## src/rtl/dmem_ctrl_pkg.sv

```systemverilog
// Shared encodings for the data-memory access controller: access sizes,
// FSM states, the mapped address window and the request legality check.
package dmem_ctrl_pkg;

  // Access sizes; the same encoding drives dmem's store_format_signal.
  localparam logic [1:0] SZ_WORD    = 2'b00;
  localparam logic [1:0] SZ_HALF    = 2'b01;
  localparam logic [1:0] SZ_BYTE    = 2'b10;
  localparam logic [1:0] SZ_ILLEGAL = 2'b11;

  // Size of the byte window mapped onto dmem, starting at ADDR_OFFSET.
  localparam logic [31:0] OFF_RANGE = 32'd4096;

  typedef enum logic [2:0] {
    ST_IDLE,
    ST_RD,
    ST_WR,
    ST_RMW_RD,
    ST_RMW_WR,
    ST_RESP
  } state_e;

  // A request is rejected when it falls outside the window, uses the
  // reserved size code, or is not naturally aligned for its size.
  function automatic logic addr_error(input logic [31:0] off,
                                      input logic [1:0]  size);
    logic misaligned;
    case (size)
      SZ_WORD: misaligned = (off[1:0] != 2'b00);
      SZ_HALF: misaligned = off[0];
      default: misaligned = 1'b0;
    endcase
    return (off >= OFF_RANGE) || (size == SZ_ILLEGAL) || misaligned;
  endfunction

endpackage

```

## src/rtl/dmem_lane_unit.sv

```systemverilog
// Byte-lane datapath: extracts and extends sub-word load data, and merges
// sub-word store data into a full word for read-modify-write stores.
module dmem_lane_unit
  import dmem_ctrl_pkg::*;
(
  input  logic [31:0] word_i,
  input  logic [1:0]  lane_i,
  input  logic [1:0]  size_i,
  input  logic        unsigned_i,
  input  logic [31:0] wdata_i,
  output logic [31:0] load_o,
  output logic [31:0] merge_o
);

  logic [31:0] shifted;

  // Little-endian: lane k sits at bits [8k+7:8k], so shift it down to bit 0.
  assign shifted = word_i >> {lane_i, 3'b000};

  // Right-align the addressed lane and sign- or zero-extend it.
  always_comb begin
    // NOTE: every combinational output gets a value on every path (default
    // first) so no latch is inferred when a case arm does not assign it.
    load_o = word_i;
    case (size_i)
      SZ_HALF: load_o = {{16{~unsigned_i & shifted[15]}}, shifted[15:0]};
      SZ_BYTE: load_o = {{24{~unsigned_i & shifted[7]}},  shifted[7:0]};
      default: load_o = word_i;
    endcase
  end

  // Overlay the store data onto the addressed lane of the current word.
  always_comb begin
    merge_o = word_i;
    case (size_i)
      SZ_HALF: begin
        if (lane_i[1]) merge_o[31:16] = wdata_i[15:0];
        else           merge_o[15:0]  = wdata_i[15:0];
      end
      SZ_BYTE: merge_o[{lane_i, 3'b000} +: 8] = wdata_i[7:0];
      default: merge_o = wdata_i;
    endcase
  end

endmodule

```

## src/rtl/dmem_access_ctrl.sv

```systemverilog
// MEM-stage to dmem access controller. Accepts one byte-addressed load or
// store at a time, turns it into word accesses (read-modify-write for
// sub-word stores at a non-zero lane) and returns extended load data.
module dmem_access_ctrl
  import dmem_ctrl_pkg::*;
#(
  parameter int unsigned DM_AW       = 11,
  parameter logic [31:0] ADDR_OFFSET = 32'h1001_0000
) (
  input  logic             clk,
  input  logic             rst,
  input  logic             req_valid,
  output logic             req_ready,
  input  logic             req_we,
  input  logic [1:0]       req_size,
  input  logic             req_unsigned,
  input  logic [31:0]      req_addr,
  input  logic [31:0]      req_wdata,
  output logic             resp_valid,
  input  logic             resp_ready,
  output logic [31:0]      resp_rdata,
  output logic             resp_addr_err,
  output logic             dm_w,
  output logic             dm_r,
  output logic [1:0]       store_format_signal,
  output logic [DM_AW-1:0] dm_addr,
  output logic [31:0]      dm_wdata,
  input  logic [31:0]      dm_rdata
);

  state_e           state_q, state_d;
  logic             we_q, we_d;
  logic [1:0]       size_q, size_d;
  logic             uns_q, uns_d;
  logic [1:0]       lane_q, lane_d;
  logic [DM_AW-1:0] addr_q, addr_d;
  logic [31:0]      wdata_q, wdata_d;   // store data, later the merged word
  logic [31:0]      rdata_q, rdata_d;
  logic             err_q, err_d;

  logic [31:0]      off;
  logic             req_err;
  logic [31:0]      load_data;
  logic [31:0]      merge_data;

  assign off     = req_addr - ADDR_OFFSET;
  assign req_err = addr_error(off, req_size);

  dmem_lane_unit u_lane (
    .word_i     (dm_rdata),
    .lane_i     (lane_q),
    .size_i     (size_q),
    .unsigned_i (uns_q),
    .wdata_i    (wdata_q),
    .load_o     (load_data),
    .merge_o    (merge_data)
  );

  // Next-state and request/response register updates.
  always_comb begin
    state_d = state_q;
    we_d    = we_q;
    size_d  = size_q;
    uns_d   = uns_q;
    lane_d  = lane_q;
    addr_d  = addr_q;
    wdata_d = wdata_q;
    rdata_d = rdata_q;
    err_d   = err_q;
    case (state_q)
      ST_IDLE: begin
        if (req_valid) begin
          we_d    = req_we;
          size_d  = req_size;
          uns_d   = req_unsigned;
          lane_d  = off[1:0];
          addr_d  = DM_AW'(off[11:2]);
          wdata_d = req_wdata;
          rdata_d = '0;
          err_d   = req_err;
          if (req_err)                                   state_d = ST_RESP;
          else if (!req_we)                              state_d = ST_RD;
          else if (req_size == SZ_WORD || off[1:0] == 2'b00) state_d = ST_WR;
          else                                           state_d = ST_RMW_RD;
        end
      end
      ST_RD: begin
        rdata_d = load_data;
        state_d = ST_RESP;
      end
      ST_WR:     state_d = ST_RESP;
      ST_RMW_RD: begin
        wdata_d = merge_data;
        state_d = ST_RMW_WR;
      end
      ST_RMW_WR: state_d = ST_RESP;
      ST_RESP:   if (resp_ready) state_d = ST_IDLE;
      default:   state_d = ST_IDLE;
    endcase
  end

  // State and request registers; reset drops any in-flight access.
  always_ff @(posedge clk or posedge rst) begin
    // NOTE: sequential state uses non-blocking assignments so every flop
    // samples the pre-edge values regardless of statement order.
    if (rst) begin
      state_q <= ST_IDLE;
      we_q    <= 1'b0;
      size_q  <= SZ_WORD;
      uns_q   <= 1'b0;
      lane_q  <= 2'b00;
      addr_q  <= '0;
      wdata_q <= '0;
      rdata_q <= '0;
      err_q   <= 1'b0;
    end else begin
      state_q <= state_d;
      we_q    <= we_d;
      size_q  <= size_d;
      uns_q   <= uns_d;
      lane_q  <= lane_d;
      addr_q  <= addr_d;
      wdata_q <= wdata_d;
      rdata_q <= rdata_d;
      err_q   <= err_d;
    end
  end

  // Handshake and dmem strobes decoded from the state register alone.
  always_comb begin
    req_ready           = (state_q == ST_IDLE);
    resp_valid          = (state_q == ST_RESP);
    dm_r                = (state_q == ST_RD) || (state_q == ST_RMW_RD);
    dm_w                = (state_q == ST_WR) || (state_q == ST_RMW_WR);
    store_format_signal = (state_q == ST_WR) ? size_q : SZ_WORD;
    dm_wdata            = dm_w ? wdata_q : '0;
  end

  assign dm_addr       = addr_q;
  assign resp_rdata    = rdata_q;
  assign resp_addr_err = err_q;

endmodule
```

## config.mk

```make
export PLATFORM = sky130hd
export DESIGN_NAME = dmem_access_ctrl
export DESIGN_NICKNAME = d
export VERILOG_FILES = /design/src/rtl/dmem_ctrl_pkg.sv /design/src/rtl/dmem_lane_unit.sv /design/src/rtl/dmem_access_ctrl.sv
export SDC_FILE = /design/constraint.sdc
export NUM_CORES = 1
export LEC_CHECK = 0
export ABC_AREA = 1
export ABC_CLOCK_PERIOD_IN_PS = 3900
export BUFFER_PORTS_ARGS = -buffer_cell sky130_fd_sc_hd__buf_2
export CAP_MARGIN = 10
export CORE_ASPECT_RATIO = 1.1
export CORE_UTILIZATION = 55
export DETAILED_ROUTE_END_ITERATION = 7
export GPL_TIMING_DRIVEN = 0
export PLACE_DENSITY = 0.87
export SLEW_MARGIN = 20
export SYNTH_ARGS = -nofsm -noshare
export SYNTH_HDL_FRONTEND = slang
export SYNTH_SLANG_ARGS = --single-unit
```

## constraint.sdc

```tcl
create_clock -name clk -period 3.9 [get_ports clk]
set_input_delay 0 -clock clk [delete_from_list [all_inputs] [get_ports clk]]
set_output_delay 0 -clock clk [all_outputs]
set_load 0.02 [all_outputs]
```

# [Word-level counts from Yosys, hierarchy flattened]
# Cells that the tools add are included.
[word_totals] ff_bits=83 out_inout_bits=82
[classes] n_reduce_logical=17 muxes=18 shift=3 bitwise_logic=3 addsub=2 eq_ne=13 order_cmp=1
[op_table] op="one-hot mux 32 bit (2 select lines)" count=4
[op_table] op="2-to-1 mux 32 bit" count=3
[op_table] op="bitwise mux 32 bit" count=1
[op_table] op="greater-or-equal comparator 32 x 13 -> 1 bit, second input constant" count=1
[op_table] op="2-to-1 mux 16 bit" count=2
[op_table] op="variable shift 8 x 7 -> 32 bit, first input constant" count=1
[op_table] op="variable part select 8 x 7 -> 32 bit" count=1
[op_table] op=">> shifter 32 x 5 -> 16 bit" count=1
[op_table] op="subtractor 32 x 29 -> 32 bit, second input constant" count=1
[op_table] op="one-hot mux 3 bit (4 select lines)" count=1
[op_table] op="2-to-1 mux 3 bit" count=3
[op_table] op="negation 5 -> 7 bit" count=1
[op_table] op="== test 3 x 2 -> 1 bit, second input constant" count=2
[op_table] op="== test 3 bit, second input constant" count=2
[op_table] op="AND reduction 2 bit" count=3
[op_table] op="nonzero test 2 bit" count=3
[op_table] op="logical OR 1 bit" count=5
[op_table] op="== test 2 x 1 -> 1 bit, second input constant" count=2
[op_table] op="== test 2 bit, second input constant" count=2
[op_table] op="logical NOT 2 bit" count=2
[op_table] op="2-to-1 mux 2 bit" count=2
[op_table] op="AND reduction 4 bit" count=1
[op_table] op="== test 3 x 1 -> 1 bit, second input constant" count=1
[op_table] op="logical NOT 3 bit" count=1
[op_table] op="other kinds (10)" count=11

# [Depth between registers and ports, before layout]
[depth] word_depth=8 depth_mapped=11 mapped_depth_nobuf=11

# [Hierarchy]
# Synthesis repeated with hierarchy kept, for this count alone.
[unflattened] hier_cells=982 hier_area_um2=6050.8
[by_module_without_submodules] module="dmem_access_ctrl" cells_per_inst=534 n_inst=1 seq_area_each_um2=2077.0 area_per_inst_um2=4058.9
[by_module_without_submodules] module="dmem_lane_unit" cells_per_inst=448 n_inst=1 seq_area_each_um2=0.0 area_per_inst_um2=1991.9

# [Worst setup path after synthesis]
# No wires, ideal clock.
[synth_path] path_type="register to register" from="reg lane_q[1]" to="reg wdata_q[11]" arrival_time_ns=2.039 setup_slack_ns=1.785 setup_time_ns=0.076 stages_incl_launch_ff=11 synth_period_minus_slack_ns=2.115 required_ns=3.824 path_cell_list="dfrtp_1 > inv_2 > buf_2 > buf_1 > ha_1 > nand2_1 > nor2_1 > a221oi_1 > nor2_1 > nand2_1 > o21ai_1"
[synth_via] elab_chain_len=5 word_cells_on_any_way=8 cone_classes="add/sub (1); eq/ne (1); shift (2); mux (3); reduce/logical (1)"
[synth_lines] element="from (decl)" line_no="dmem_access_ctrl.sv:35" source="logic [1:0] lane_q, lane_d;"
[synth_lines] element="from (signal assigned)" line_no="dmem_access_ctrl.sv:121" source="lane_q <= lane_d;"
[synth_lines] element="negation 5 -> 7 bit" line_no="dmem_lane_unit.sv:40" source="SZ_BYTE: merge_o[{lane_i, 3'b000} +: 8] = wdata_i[7:0];"
[synth_lines] element="variable part select 8 x 7 -> 32 bit / variable shift 8 x 7 -> 32 bit (equally long branches)" line_no="dmem_lane_unit.sv:40"
[synth_lines] element="bitwise mux 32 bit" line_no="dmem_lane_unit.sv:40"
[synth_lines] element="one-hot mux 32 bit (2 select lines)" line_no="dmem_lane_unit.sv:35" source="case (size_i)"
[synth_lines] element="one-hot mux 32 bit (2 select lines)" line_no="dmem_access_ctrl.sv:70" source="case (state_q)"
[synth_lines] element="to (signal assigned)" line_no="dmem_access_ctrl.sv:123" source="wdata_q <= wdata_d;"
[synth_lines] element="to (decl)" line_no="dmem_access_ctrl.sv:37" source="logic [31:0] wdata_q, wdata_d;"
# Parallel ways exist; a longest one is shown, timed or not.
# A chain may end at the register's enable or synchronous reset.

# [Worst setup path in the final report]
[layout_path] from="reg lane_q[1]" to="reg wdata_q[12]"
# The elaborated chain is that of the path after synthesis.

==> load_flow_metrics.sql <==
INSERT INTO impl_metrics (metric_group, metric, value, unit) VALUES
('power', 'irDropWorstVdd', '424', 'uV'),
('sta', 'final_hold_viol_count', '0', ''),
('sta', 'timing.clock.skew', '13.7', 'ps'),
('power', 'leakage_power_figure', '3.66', 'nW'),
('power', 'power.clock.fraction', '0.106', ''),
('cts', 'worst_skew_pair.late_latency', '370', 'ps'),
('worst_setup_path', 'cp-startpoint', 'lane_q[1]$_DFFE_PP0P_', ''),
('layout', 'finalInstanceArea', '7080', 'sq um'),
('placement', 'routabilityCongestion', '0.972', ''),
('cts', 'htree_num_levels', '3', ''),
('cts', 'ctsResizeCount', '0', ''),
('die', 'number_of_standard_cell_rows_in_the_floorplan', '37', ''),
('synth', 'largest_area_contributor_in_the_synthesized_netlist', 'dfrtp_1', ''),
('detailed_routing', 'post_drt_wl_per_cell', '17.7', 'um'),
('global_route', 'grt_pass1_vias', '6358', ''),
('power', 'switching_power', '0.00298', 'W'),
('worst_setup_path', 'worstPathRequired', '4200', 'ps'),
('outcome', 'outcome', 'complete, no violations', ''),
('worst_setup_path', 'flop2flop_setup_slack', '1060', 'ps'),
('synth', 'yosysWarnings', '0', ''),
('sta', 'slew_headroom', '0.597', ''),
('detailed_routing', 'drt-pass1-iter-count', '6', ''),
('cts', 'worst_setup_hold_path_clk_slew', '100', 'ps'),
('layout', 'fin_nets', '1141', ''),
('sta', 'timing_worst_slew_pin_value', '604', 'ps'),
('worst_setup_path', 'worst_r2r_startpoint', 'lane_q[1]$_DFFE_PP0P_', ''),
('layout', 'diodes', '0', ''),
('cts', 'post_cts_buffers', '0', ''),
('job', 'drv_cap', '0', ''),
('sta', 'layout_worst_path_cycle_share', '0.728', ''),
('power', 'swShare', '0.542', ''),
('die', 'die_y', '105', 'um'),
('global_route', 'grt_usage', '0.408', ''),
('die', 'die-area', '10100', 'sq um'),
('layout', 'most-common-layout-cells', 'buf_2 (191), nand2_1 (171), o21ai_0 (113)', ''),
('sta', 'max_slew_violations', '0', ''),
('synth', 'yosys-top-cells-area', 'dfrtp_1 (39%), nand2_1 (12%), o21ai_0 (11%)', ''),
('placement', 'detailedPlacementHpwl', '14200', 'um'),
('sta', 'grt_setup_unrepaired', 'no', ''),
('global_route', 'gr_overflow_total', '0', ''),
('power', 'pwr-share-seq', '0.269', ''),
('synth', 'synthesis.instances', '787', ''),
('power', 'ratio_of_total_power_to_cell_area', '775', 'nW/um^2'),
('layout', 'drive_above_1_share', '0.214', ''),
('min_path', 'timing.hold.worst.class', 'in -> reg', ''),
('global_route', 'grt_max_degree', '45', ''),
('power', 'power_report.internal_total', '0.00251', 'W'),
('synth', 'yosysSeqAreaShare', '0.389', ''),
('cts', 'cts_tree', 'built', ''),
('cts', 'clock-sinks', '83', ''),
('worst_setup_path', 'timing.critical_path.fanout_max', '12', ''),
('detailed_routing', 'num_vias', '6745', ''),
('sta', 'max_clock_freq', '0.352', 'GHz'),
('detailed_routing', 'route.detailed.vias_per_inst', '5.86', ''),
('detailed_routing', 'drt_first_iter_violations', '663', ''),
('die', 'die-width', '96.0', 'um'),
('cts', 'cts_hold_buffers_added', '47', ''),
('global_route', 'grt_pass1_wl', '31300', 'um'),
('synth', 'avgSynthCellArea', '6.79', 'sq um'),
('synth', 'yosys.area.top_type_share', '0.389', ''),
('cts', 'cts_buffer_depth', '2', ''),
('worst_setup_path', 'critPathLaunchType', 'flop', ''),
('synth', 'postSynthRegisterBits', '83', ''),
('detailed_routing', 'detail_route.wirelength', '20300', 'um'),
('sta', 'finalWorstPathRequiredPeriod', '2840', 'ps'),
('power', 'power.share.combinational', '0.625', ''),
('cts', 'tritoncts.num_buffers', '9', ''),
('global_route', 'antenna_found_initial', '0', ''),
('power', 'power', '0.00549', 'W'),
('layout', 'areaGrowthSynthToFinish', '32.5', '%'),
('worst_setup_path', 'crit_arrival', '3140', 'ps');
-- power by group through the flow --
stage / logic, W / registers (W) / clock network (W)
final: 0.00343 / 0.00147 / 0.000583
after global routing: 0.00376 / 0.00151 / 0.000617
after CTS: 0.00331 / 0.00146 / 0.000574
after detailed placement: 0.00327 / 0.00147 / 0
after global placement: 0.00321 / 0.00146 / 0
after floorplan: 0.00205 / 0.00164 / 0
-- area by class of cell --
class,count,area [sq um]
multi-input cells,571,2750
clock buffers,10,128
clock inverters,6,48.8
plain buffers,45,189
repair buffers,232,1410
well taps,117,146
inverters,88,333
fillers,764,2320
flip-flops and latches,83,2080
-- per-stage QoR --
step | setup slack, ps | utilization | instances | hold WS, ps
floorplan | 1760 | - | 787 | 110
global placement | 837 | 0.682 | 1088 | 195
detailed placement | 1160 | 0.685 | 1089 | 73.9
CTS | 1140 | 0.753 | 1152 | 0.329
global route | 881 | 0.753 | 1152 | 51.6
finish | 1060 | 0.753 | 1152 | 13.7
-- state kept, by name (all words and copies together), names as in the netlist --
name and flops:
resp_rdata 32, wdata_q 32, dm_addr 10, state_q 3, lane_q 2, size_q 2, resp_addr_err 1, uns_q 1
-- synthesized netlist by cell type --
cell	count
nand2_1	171
o21ai_0	113
nor2_1	100
dfrtp_1	83
inv_1	82
nand3_1	56
a21oi_1	41
clkbuf_1	33
a22oi_1	16
o221ai_1	15
nor3_1	12
o21ai_1	12
a221oi_1	8
o211ai_1	8
buf_2	7
ha_1	7
inv_2	5
buf_4	3
nand4_1	3
nor2_2	3
buf_1	2
nand2_2	2
a211oi_1	1
a31oi_4	1
clkinv_1	1
conb_1	1
nand3b_1	1
-- cells by family (layout without fill, tap and decap cells) --
kind of cell,count (synthesis),count (layout),synth area share
AND/OR/NAND/NOR,348,348,0.265
AO/OA/AOI/OAI,215,215,0.232
buffers and inverters,133,381,0.0972
flip-flops,83,83,0.389
adder cells (fa/ha/maj),7,7,0.0164
other,1,1,0.000702
-- routing by layer --
metal | GRT usage | part of all wire | vias to the layer above
met5 | 0 | 0 | -
met4 | 0.207 | 0.047 | 0
met3 | 0.0729 | 0.095 | 91
met2 | 0.650 | 0.47 | 472
met1 | 0.523 | 0.39 | 3081
li1 | - | - | 3101
-- worst min path at each step --
stage	startpoint	to	slack [ps]	cells past startpoint
floorplan	req_addr[2]	dm_addr[0]$_DFFE_PP0P_	110	2
global placement	req_addr[11]	dm_addr[9]$_DFFE_PP0P_	190	3
detailed placement	rst	wdata_q[19]$_DFFE_PP0P_	70	2
CTS	req_wdata[3]	wdata_q[3]$_DFFE_PP0P_	0.3	5
global route	req_wdata[15]	wdata_q[15]$_DFFE_PP0P_	50	5
finish	req_wdata[3]	wdata_q[3]$_DFFE_PP0P_	10	5
-- worst max-delay path, stage by stage (launching register included) --
cell and delay, ps:
dfrtp_1 490, inv_2 160, buf_2 220, buf_1 480, ha_1 250, nand2_1 190
nor2_1 500, a221oi_1 220, nor2_1 130, nand2_1 50, o21ai_1 80
(Power assumes the default switching activity.)
